[src/rtl/keypad_scan_debounce.sv]
// Matrix keypad scanner: drives rows one-hot, samples columns once per row
// period, classifies each full scan frame (none / single / multi) and
// debounces press and release across frames.
module keypad_scan_debounce #(
  parameter int ROWS     = 4,
  parameter int COLS     = 4,
  parameter int SCAN_DIV = 50000,
  parameter int DEBOUNCE = 20,
  localparam int CODE_W  = $clog2(ROWS*COLS)
) (
  input  logic              clk,
  input  logic              rst_n,
  input  logic [COLS-1:0]   col,
  output logic [ROWS-1:0]   fil,
  output logic [CODE_W-1:0] key_code,
  output logic              key_valid,
  output logic              key_release,
  output logic              key_held,
  output logic              multi_err
);

  localparam int DIV_W = $clog2(SCAN_DIV);
  localparam int ROW_W = $clog2(ROWS);
  localparam int CNT_W = $clog2(DEBOUNCE+1);
  localparam logic [DIV_W-1:0] DIV_LAST = DIV_W'(SCAN_DIV-1);
  localparam logic [ROW_W-1:0] ROW_LAST = ROW_W'(ROWS-1);
  localparam logic [CNT_W-1:0] DEB_CNT  = CNT_W'(DEBOUNCE);

  typedef enum logic [1:0] {IDLE, PRESS_WAIT, HELD, RELEASE_WAIT} state_t;

  logic [DIV_W-1:0]  div_q, div_d;
  logic [ROW_W-1:0]  row_q, row_d;
  logic [ROWS-1:0]   fil_q, fil_d;
  logic [1:0]        acc_cnt_q, acc_cnt_d;
  logic [CODE_W-1:0] acc_code_q, acc_code_d;
  state_t            state_q, state_d;
  logic [CODE_W-1:0] cand_q, cand_d;
  logic [CNT_W-1:0]  frm_cnt_q, frm_cnt_d;
  logic [CODE_W-1:0] key_code_q, key_code_d;
  logic              key_valid_q, key_valid_d;
  logic              key_release_q, key_release_d;
  logic              multi_err_q, multi_err_d;

  logic              tc;
  logic              frame_end;
  logic [1:0]        row_ones;
  logic              row_hit;
  logic [CODE_W-1:0] row_col;
  logic [CODE_W-1:0] row_base;
  logic [2:0]        sum_ones;
  logic [1:0]        frm_ones;
  logic [CODE_W-1:0] frm_code;
  logic [CNT_W-1:0]  frm_inc;
  logic              is_none, is_single, is_multi, same_key;

  // Row period divider and one-hot row rotation
  always_comb begin
    div_d     = div_q + DIV_W'(1);
    row_d     = row_q;
    fil_d     = fil_q;
    tc        = (div_q == DIV_LAST);
    frame_end = tc && (row_q == ROW_LAST);
    if (tc) begin
      div_d = '0;
      fil_d = {fil_q[ROWS-2:0], fil_q[ROWS-1]};
      row_d = (row_q == ROW_LAST) ? '0 : row_q + ROW_W'(1);
    end
  end

  // Closed-switch count (saturating at 2) and lowest closed column of this row
  always_comb begin
    row_ones = 2'd0;
    row_hit  = 1'b0;
    row_col  = '0;
    row_base = CODE_W'(32'(row_q) * COLS);
    for (int i = 0; i < COLS; i++) begin
      if (col[i]) begin
        if (row_ones != 2'd2) row_ones = row_ones + 2'd1;
        if (!row_hit) begin
          row_hit = 1'b1;
          row_col = CODE_W'(i);
        end
      end
    end
  end

  // Frame accumulator: running count and first code, cleared at frame end
  always_comb begin
    sum_ones   = {1'b0, acc_cnt_q} + {1'b0, row_ones};
    frm_ones   = (sum_ones >= 3'd2) ? 2'd2 : sum_ones[1:0];
    frm_code   = (acc_cnt_q == 2'd0 && row_hit) ? row_base + row_col : acc_code_q;
    acc_cnt_d  = acc_cnt_q;
    acc_code_d = acc_code_q;
    if (tc) begin
      if (frame_end) begin
        acc_cnt_d  = '0;
        acc_code_d = '0;
      end else begin
        acc_cnt_d  = frm_ones;
        acc_code_d = frm_code;
      end
    end
  end

  // Debounce FSM next state and event pulses, evaluated only at frame end
  always_comb begin
    state_d       = state_q;
    cand_d        = cand_q;
    frm_cnt_d     = frm_cnt_q;
    key_code_d    = key_code_q;
    key_valid_d   = 1'b0;
    key_release_d = 1'b0;
    multi_err_d   = 1'b0;
    frm_inc       = (frm_cnt_q == DEB_CNT) ? frm_cnt_q : frm_cnt_q + CNT_W'(1);
    is_none       = (frm_ones == 2'd0);
    is_single     = (frm_ones == 2'd1);
    is_multi      = (frm_ones == 2'd2);
    same_key      = (frm_code == cand_q);
    if (frame_end) begin
      case (state_q)
        IDLE: begin
          if (is_single) begin
            cand_d    = frm_code;
            frm_cnt_d = CNT_W'(1);
            if (DEBOUNCE == 1) begin
              state_d     = HELD;
              key_code_d  = frm_code;
              key_valid_d = 1'b1;
            end else begin
              state_d = PRESS_WAIT;
            end
          end else begin
            multi_err_d = is_multi;
          end
        end
        PRESS_WAIT: begin
          if (is_single && same_key) begin
            frm_cnt_d = frm_inc;
            if (frm_inc == DEB_CNT) begin
              state_d     = HELD;
              key_code_d  = cand_q;
              key_valid_d = 1'b1;
            end
          end else begin
            state_d     = IDLE;
            frm_cnt_d   = '0;
            multi_err_d = is_multi;
          end
        end
        HELD: begin
          if (is_none) begin
            frm_cnt_d = CNT_W'(1);
            if (DEBOUNCE == 1) begin
              state_d       = IDLE;
              frm_cnt_d     = '0;
              key_release_d = 1'b1;
            end else begin
              state_d = RELEASE_WAIT;
            end
          end else begin
            // a different single key while held is ignored: no rollover
            multi_err_d = is_multi;
          end
        end
        RELEASE_WAIT: begin
          if (is_none) begin
            frm_cnt_d = frm_inc;
            if (frm_inc == DEB_CNT) begin
              state_d       = IDLE;
              frm_cnt_d     = '0;
              key_release_d = 1'b1;
            end
          end else begin
            state_d     = HELD;
            frm_cnt_d   = '0;
            multi_err_d = is_multi;
          end
        end
        default: state_d = IDLE;
      endcase
    end
  end

  // State registers with synchronous active-low reset
  always_ff @(posedge clk) begin
    if (!rst_n) begin
      div_q         <= '0;
      row_q         <= '0;
      fil_q         <= ROWS'(1);
      acc_cnt_q     <= '0;
      acc_code_q    <= '0;
      state_q       <= IDLE;
      cand_q        <= '0;
      frm_cnt_q     <= '0;
      key_code_q    <= '0;
      key_valid_q   <= 1'b0;
      key_release_q <= 1'b0;
      multi_err_q   <= 1'b0;
    end else begin
      div_q         <= div_d;
      row_q         <= row_d;
      fil_q         <= fil_d;
      acc_cnt_q     <= acc_cnt_d;
      acc_code_q    <= acc_code_d;
      state_q       <= state_d;
      cand_q        <= cand_d;
      frm_cnt_q     <= frm_cnt_d;
      key_code_q    <= key_code_d;
      key_valid_q   <= key_valid_d;
      key_release_q <= key_release_d;
      multi_err_q   <= multi_err_d;
    end
  end

  assign fil         = fil_q;
  assign key_code    = key_code_q;
  assign key_valid   = key_valid_q;
  assign key_release = key_release_q;
  assign multi_err   = multi_err_q;
  assign key_held    = (state_q == HELD) || (state_q == RELEASE_WAIT);

endmodule

[config.mk]
export PLATFORM = sky130hd
export DESIGN_NAME = keypad_scan_debounce
export DESIGN_NICKNAME = d
export VERILOG_FILES = /design/src/rtl/keypad_scan_debounce.sv
export SDC_FILE = /design/constraint.sdc
export NUM_CORES = 1
export LEC_CHECK = 0
export BUFFER_PORTS_ARGS = -buffer_cell sky130_fd_sc_hd__buf_2
export CAP_MARGIN = 20
export CORE_UTILIZATION = 45
export CTS_CLUSTER_SIZE = 28
export DETAILED_ROUTE_END_ITERATION = 8
export GPL_TIMING_DRIVEN = 0
export PLACE_DENSITY = 0.62
export SKIP_CTS_REPAIR_TIMING = 1
export SLEW_MARGIN = 10
export SYNTH_ARGS = -nofsm -noshare
export SYNTH_HDL_FRONTEND = slang
export SYNTH_SLANG_ARGS = --single-unit
[constraint.sdc]
create_clock -name clk -period 5.3 [get_ports clk]
set_clock_uncertainty 0.2 [all_clocks]
set_input_delay 1.06 -clock clk [delete_from_list [all_inputs] [get_ports clk]]
set_output_delay 1.06 -clock clk [all_outputs]
set_load 0.01 [all_outputs]
==> metrics.cfg, run 1 <==
[outcome]
outcome=completed

[sta]
worst_pin_slew_ns=0.7803
hold_violations=0
finalSetupTns_ns=0
finalCritPeriodShare=0.7958
slew_viol_final=0
max_freq_ghz=0.2371
worst_slack_ns=1.082
grt_setup_unrepaired=false
setup_viol=0
whs_ns=0.2611
finalCriticalPeriod_ns=4.218
slew_headroom=0.4775

[yosys]
yosys.area.top_type=dfxtp_1
synthesis.nets=325
synthTopCellsByArea=dfxtp_1 (36%), nand2_1 (5.3%), nor2_1 (5.2%), ha_1 (4.9%), xor2_1 (3.8%)
yosysWarningCount=0
yosys_register_bits=46
synthSimpleGateAreaFrac=0.3010
synth_compound_area_frac=0.1557
synth.area.mux_share=0.03202
synth_area_mm2=0.002540
yosys.area_share.adder=0.05714
synth.top_cell.area_share=0.3626
synthCells=308
synthArstFlopShare=0
synth.distinct_cells=55
synth_top_family_by_area=simple AND/OR/NAND/NOR gates
seq_area_frac_synth=0.3626
synth_edf_count=0
synth-xor-area-share=0.05172
synth.avg_cell_area_um2=8.247
yosys_most_used_dff=dfxtp_1

[worst_setup_path]
cp-start-kind=input port
slowest_delay_ns=0.54
critPathSlowestCell=fa_1
rr_endpoint=key_code[3]
crit_fanout=7
crit_type=in2reg
startpoint=col[0]
crit_buf_inv=3
crit_path_cell_trace=buf_2 -> inv_1 -> ha_1 -> mux2i_1 -> ha_1 -> inv_1 -> mux2_2 -> fa_1 -> nand3_1 -> nor3_1 -> o21ai_1 -> a2bb2o_4 -> nor4_4 -> mux2i_1
worstRegToRegCells=9
worst-r2r-setup-slack_ns=2.44
path_delay_family=adder cells
r2r-start=acc_cnt_q[0]
arrival_ns=4.24
critPathCaptureType=flip-flop
required_ns=5.33

[global_route]
grt_first_pass_wirelength_mm=9.701
antenna_found_initial=0
grt_pass1_vias=2057
grt_max_degree=14
grt.overflow.total=0
grt_usage=0.2027

[routing]
first_pass_iters=4
ant_nets=0
via_per_inst=5.541
wl_mm=5.651
drc_errors=0
drt_iter0_drc=120
wl_per_cell_um=14.02
vias=2233

[finish]
drive_gt1_frac=0.1171
n_antenna_cell=0
area_growth_pct=10.99
stdcell_count=403
finalCoreUtilization=0.5349
nets=349

[cts]
clockBufferDepth=2
cts_tree=built
numCtsBuffers=5
insertion_delay_ns=0.29
clock-sinks=46
cts_max_level=2
cts-root-buf=clkbuf_8
clkSlewWorstSetupHoldPaths_ns=0.08

[placed_design]
post-place-ws_ns=0.8236
place.port_buffers=17
place_hpwl_mm=4.089
dp_cells=395
place_congestion=0.8207

[floorplan]
rows=26
core_mm2=0.005270
io_pins=18
chipHeight_um=77.13
die_area_mm2=0.005949
die_w_um=77.13
initial_core_util=0.4820

[run]
drv_cap=0

[min_path]
hold_end=key_code[2]
min_path_type=reg2reg
hold_depth=2
hp-start=key_code[2]

[pwr]
leakage_nw=1.076
ir_worst_vdd_uv=156.9
cellPowerDensity_mw_per_mm2=229.5

-- cells in the mapped netlist (all sizes together), types with 2 or more instances --
cell type  instances
nand2             36
a21o               3
a211oi             3
clkbuf            11
or4bb              2
a32o               3
or4                2
a221oi             2
a21boi             2
mux2i              7
and4               2
xor2              11
and3               9
o21ai             12
nand3             18
o21a               2
nand3b             2
and2               3
nor2              35
nor3              12
ha                10
a21oi             18
o211ai             2
nand4              5
o21bai             3
xnor2              4
inv               10
or3                3
a31oi              2
buf                4
dfxtp             46
nor4               7
a22oi              2
-- worst max-delay path by stage --
| stage | to | slack, ns | depth (start not counted) |
|---|---|---|---|
| after floorplan | state_q[1] | 1.26 | 13 |
| after global placement | key_code[2] | 0.85 | 14 |
| after detailed placement | key_code[0] | 0.82 | 14 |
| after CTS | key_code[3] | 1.09 | 14 |
| after global routing | key_code[2] | 0.85 | 16 |
| final | key_code[3] | 1.08 | 14 |
-- state kept, by name, indices dropped and copies added (netlist names) --
register,cells
div_q,16
frm_cnt_q,5
acc_code_q,4
cand_q,4
fil,4
key_code,4
acc_cnt_q,2
row_q,2
state_q,2
key_release,1
key_valid,1
multi_err,1
-- routing by layer --
| layer | part of all wire | track usage | vias to the layer above |
|---|---|---|---|
| met5 | 0 | 0 | - |
| met4 | 0.011 | 0.06792 | 0 |
| met3 | 0.044 | 0.03214 | 7 |
| met2 | 0.44 | 0.3186 | 41 |
| met1 | 0.51 | 0.2804 | 1045 |
| li1 | - | - | 1140 |
-- placed cells by master, fill, tap and decap left out, drive strengths merged, types with 5 or more instances in the layout --
master / synthesis / layout
clkbuf: 11 / 18
nand3: 18 / 18
o21ai: 12 / 12
nor3: 12 / 12
xor2: 11 / 11
dfxtp: 46 / 46
and3: 9 / 9
inv: 10 / 10
nand2: 36 / 36
a21oi: 18 / 18
ha: 10 / 10
buf: 4 / 21
mux2i: 7 / 7
nor4: 7 / 7
nor2: 35 / 35
nand4: 5 / 5
-- worst min-delay path: cells and delay by family (launching register included) --
family           cells  cell delay [ns]
DFF                  1             0.32
muxes                1             0.05
and+or+nand+nor      1             0.05
-- final cells by class --
type	instances	area, um^2
plain buffers	15	63.81
clock buffers	7	76.32
clock inverters	1	30.03
fillers	529	2451
inverters	10	37.54
multi-input cells	237	1518
flip-flops and latches	46	920.9
well taps	70	87.58
repair buffers	17	85.08
-- where the power goes --
group          switching, mW  internal (mW)  total, mW
logic                 0.0267         0.0148     0.0415
registers            0.00234          0.347      0.349
clock network          0.115          0.141      0.256
total                  0.144          0.503      0.647
-- logic make-up after synthesis --
| family | after synthesis |
|---|---|
| DFF | 46 |
| muxes | 8 |
| buffers and inverters | 25 |
| AOI/OAI and AO/OA | 59 |
| adders and majority gates | 11 |
| and+or+nand+nor | 144 |
| xor gates and xnor gates | 15 |
-- metrics by stage --
step	area (um^2)	power [mW]
2_1_floorplan	2540	0.3862
5_1_grt	2819	0.6744
3_3_place_gp	2713	0.3974
6_report	2819	0.6470
3_5_place_dp	2713	0.3988
4_1_cts	2819	0.6564
No activity file was read; power rests on OpenSTA's default activity.
==> inputs of run 2 (changes only) <==
PLACE_DENSITY = 0.65   (was 0.62)
clock period = 3.7 ns   (was 5.3 ns; I/O delays follow)
==> run 2 against run 1 <==
Net effect:
- global-route usage up 0.32 points
- largest cell class unchanged
- critical endpoint is now key_code[2]
- register-to-register slack worse by 1.5 ns
- clock-buffer cell count down 1
- flip-flop and latch count unchanged
- non-clock buffer count up 4
- hold slack better by 0.0031 ns
- core utilization up 2.1 points
- final cell count up 0.74%
- largest power group unchanged
- die area unchanged
==> metrics.cfg, run 2 (synthesis results as in run 1) <==
[outcome]
outcome=completed  ; unchanged

[sta]
setup_viol=0  ; unchanged
finalSetupTns_ns=0  ; unchanged
worst_pin_slew_ns=0.8583  ; was 0.7803 ns
finalCritPeriodShare=0.9913
slew_headroom=0.4253  ; was 0.4775
hold_violations=0  ; unchanged
grt_setup_unrepaired=true  ; was false
max_freq_ghz=0.2726
slew_viol_final=0  ; unchanged
worst_slack_ns=0.03214  ; was 1.082 ns
finalCriticalPeriod_ns=3.668

[floorplan]
die_area_mm2=0.005949  ; unchanged
core_mm2=0.005270  ; unchanged
io_pins=18  ; unchanged
chipHeight_um=77.13  ; unchanged
die_w_um=77.13  ; unchanged
rows=26  ; unchanged
initial_core_util=0.4820  ; unchanged

[routing]
drt_iter0_drc=118  ; was 120
first_pass_iters=4  ; unchanged
wl_mm=5.811  ; was 5.651 mm
vias=2247  ; was 2,233
ant_nets=0  ; unchanged
drc_errors=0  ; unchanged
via_per_inst=5.534  ; was 5.541
wl_per_cell_um=14.31  ; was 14.02 um

[global_route]
grt.overflow.total=0  ; unchanged
grt_use_met2=0.3257  ; was 0.3186
grt_max_degree=14  ; unchanged
top_usage_layer=met2  ; unchanged
grt_pass1_vias=2129  ; was 2,057
grtUsageMet3=0.03214  ; unchanged
antenna_found_initial=0  ; unchanged
grt_usage=0.2059  ; was 0.2027
grt_util_met1=0.2860  ; was 0.2804
grt_first_pass_wirelength_mm=9.922  ; was 9.701 mm

[worst_setup_path]
critPathCaptureType=flip-flop  ; unchanged
crit_type=in2reg  ; unchanged
slowest_delay_ns=0.51  ; was 0.54 ns
critPathSlowestCell=fa_1  ; unchanged
cp-start-kind=input port  ; unchanged
crit_path_cell_trace=buf_8 -> inv_4 -> ha_4 -> mux2i_2 -> ha_2 -> inv_2 -> mux2i_1 -> ha_2 -> inv_2 -> fa_1 -> nand3_2 -> nor2_2 -> nand4_1 -> a2bb2o_4 -> nor4_4 -> buf_4 -> mux2i_1  ; was buf_2 -> inv_1 -> ha_1 -> mux2i_1 -> ha_1 -> inv_1 -> mux2_2 -> fa_1 -> nand3_1 -> nor3_1 -> o21ai_1 -> a2bb2o_4 -> nor4_4 -> mux2i_1
crit_fanout=4  ; was 7
required_ns=3.73  ; was 5.33 ns
arrival_ns=3.70  ; was 4.24 ns

[placed_design]
post-place-ws_ns=-0.3477  ; was 0.8236 ns
place_congestion=0.8549  ; was 0.8207
place_hpwl_mm=4.210  ; was 4.089 mm
place.port_buffers=17  ; unchanged
dpl_cell_area_mm2=0.002740  ; was 0.002713 mm^2

[finish]
largest_reg_flops=16  ; unchanged
drive_gt1_frac=0.1726  ; was 0.1171
area_growth_pct=15.42  ; was 10.99%
nets=353  ; was 349
reg_top3=div_q (16), frm_cnt_q (5)  ; unchanged
fin_area_mm2=0.002932  ; was 0.002819 mm^2
layout_commonest_cell=dfxtp_1  ; unchanged
regMostFlops=div_q  ; unchanged
n_antenna_cell=0  ; unchanged
finalCoreUtilization=0.5563  ; was 0.5349
final_cell_mix=dfxtp_1 (46), nand2_1 (36), nor2_1 (34), buf_2 (18), nand3_1 (17)  ; was dfxtp_1 (46), nand2_1 (36), nor2_1 (35), buf_2 (20)

[cts]
clockBufferDepth=2  ; unchanged
cts-root-buf=clkbuf_8  ; unchanged
numCtsBuffers=5  ; unchanged
clock-sinks=46  ; unchanged
cts_max_level=2  ; unchanged
cts_tree=built  ; unchanged
insertion_delay_ns=0.30  ; was 0.29 ns
clkSlewWorstSetupHoldPaths_ns=0.09  ; was 0.08 ns

[pwr]
cellPowerDensity_mw_per_mm2=327.1  ; was 229.5 mW/mm^2
ir_worst_vdd_uv=250.7  ; was 156.9 uV
leakage_nw=1.102  ; was 1.076 nW
p_total_uw=959.0  ; was 647.0 uW

[run]
drv_cap=0  ; unchanged

[min_path]
min_path_type=reg2reg  ; unchanged

[run 2: where the power goes]
group          internal [mW]  switching, mW  leakage (nW)
Clock                  0.216          0.172        0.0573
Combinational         0.0274         0.0424         0.673
Sequential             0.497        0.00341         0.371
Total                  0.741          0.218          1.10
[run 2: per-layer routing]
| layer | wire (um) | up-vias |
|---|---|---|
| met5 | 0 | - |
| met1 | 2947 | 1057 |
| met3 | 161 | 5 |
| met2 | 2652 | 29 |
| met4 | 50 | 0 |
| li1 | - | 1156 |
[run 2: final cells by class]
type	instances	area, um^2
fillers	504	2338
multi-input cells	237	1567
flip-flops and latches	46	920.9
repair buffers	21	135.1
well taps	70	87.58
clock buffers	6	82.58
plain buffers	15	63.81
inverters	10	45.04
clock inverters	1	30.03
[run 2: path summary, 6_finish.rpt]
path	startpoint	end	slack, ns	depth (start not counted)
setup / recovery	col[1]	key_code[2]	0.03	17
setup reg to reg	acc_cnt_q[1]	state_q[1]	0.95	7
hold reg to reg	key_code[3]	key_code[3]	0.26	2
hold / removal	key_code[3]	key_code[3]	0.26	2
[run 2: metrics by stage]
stage                     instances  hold slack, ns
after floorplan                 308          0.2412
after global placement          395          0.2498
after detailed placement        395          0.2461
after CTS                       402          0.2648
after global routing            406          0.2898
final                           406          0.2642
[run 2: worst max-delay path, delay by kind of cell]
family,cells,cell delay [ns]
adder cells (fa/ha/maj),4,1.09
AND/OR/NAND/NOR,4,0.68
buffers and inverters,5,0.40
AO/OA/AOI/OAI,1,0.25
multiplexers,3,0.52
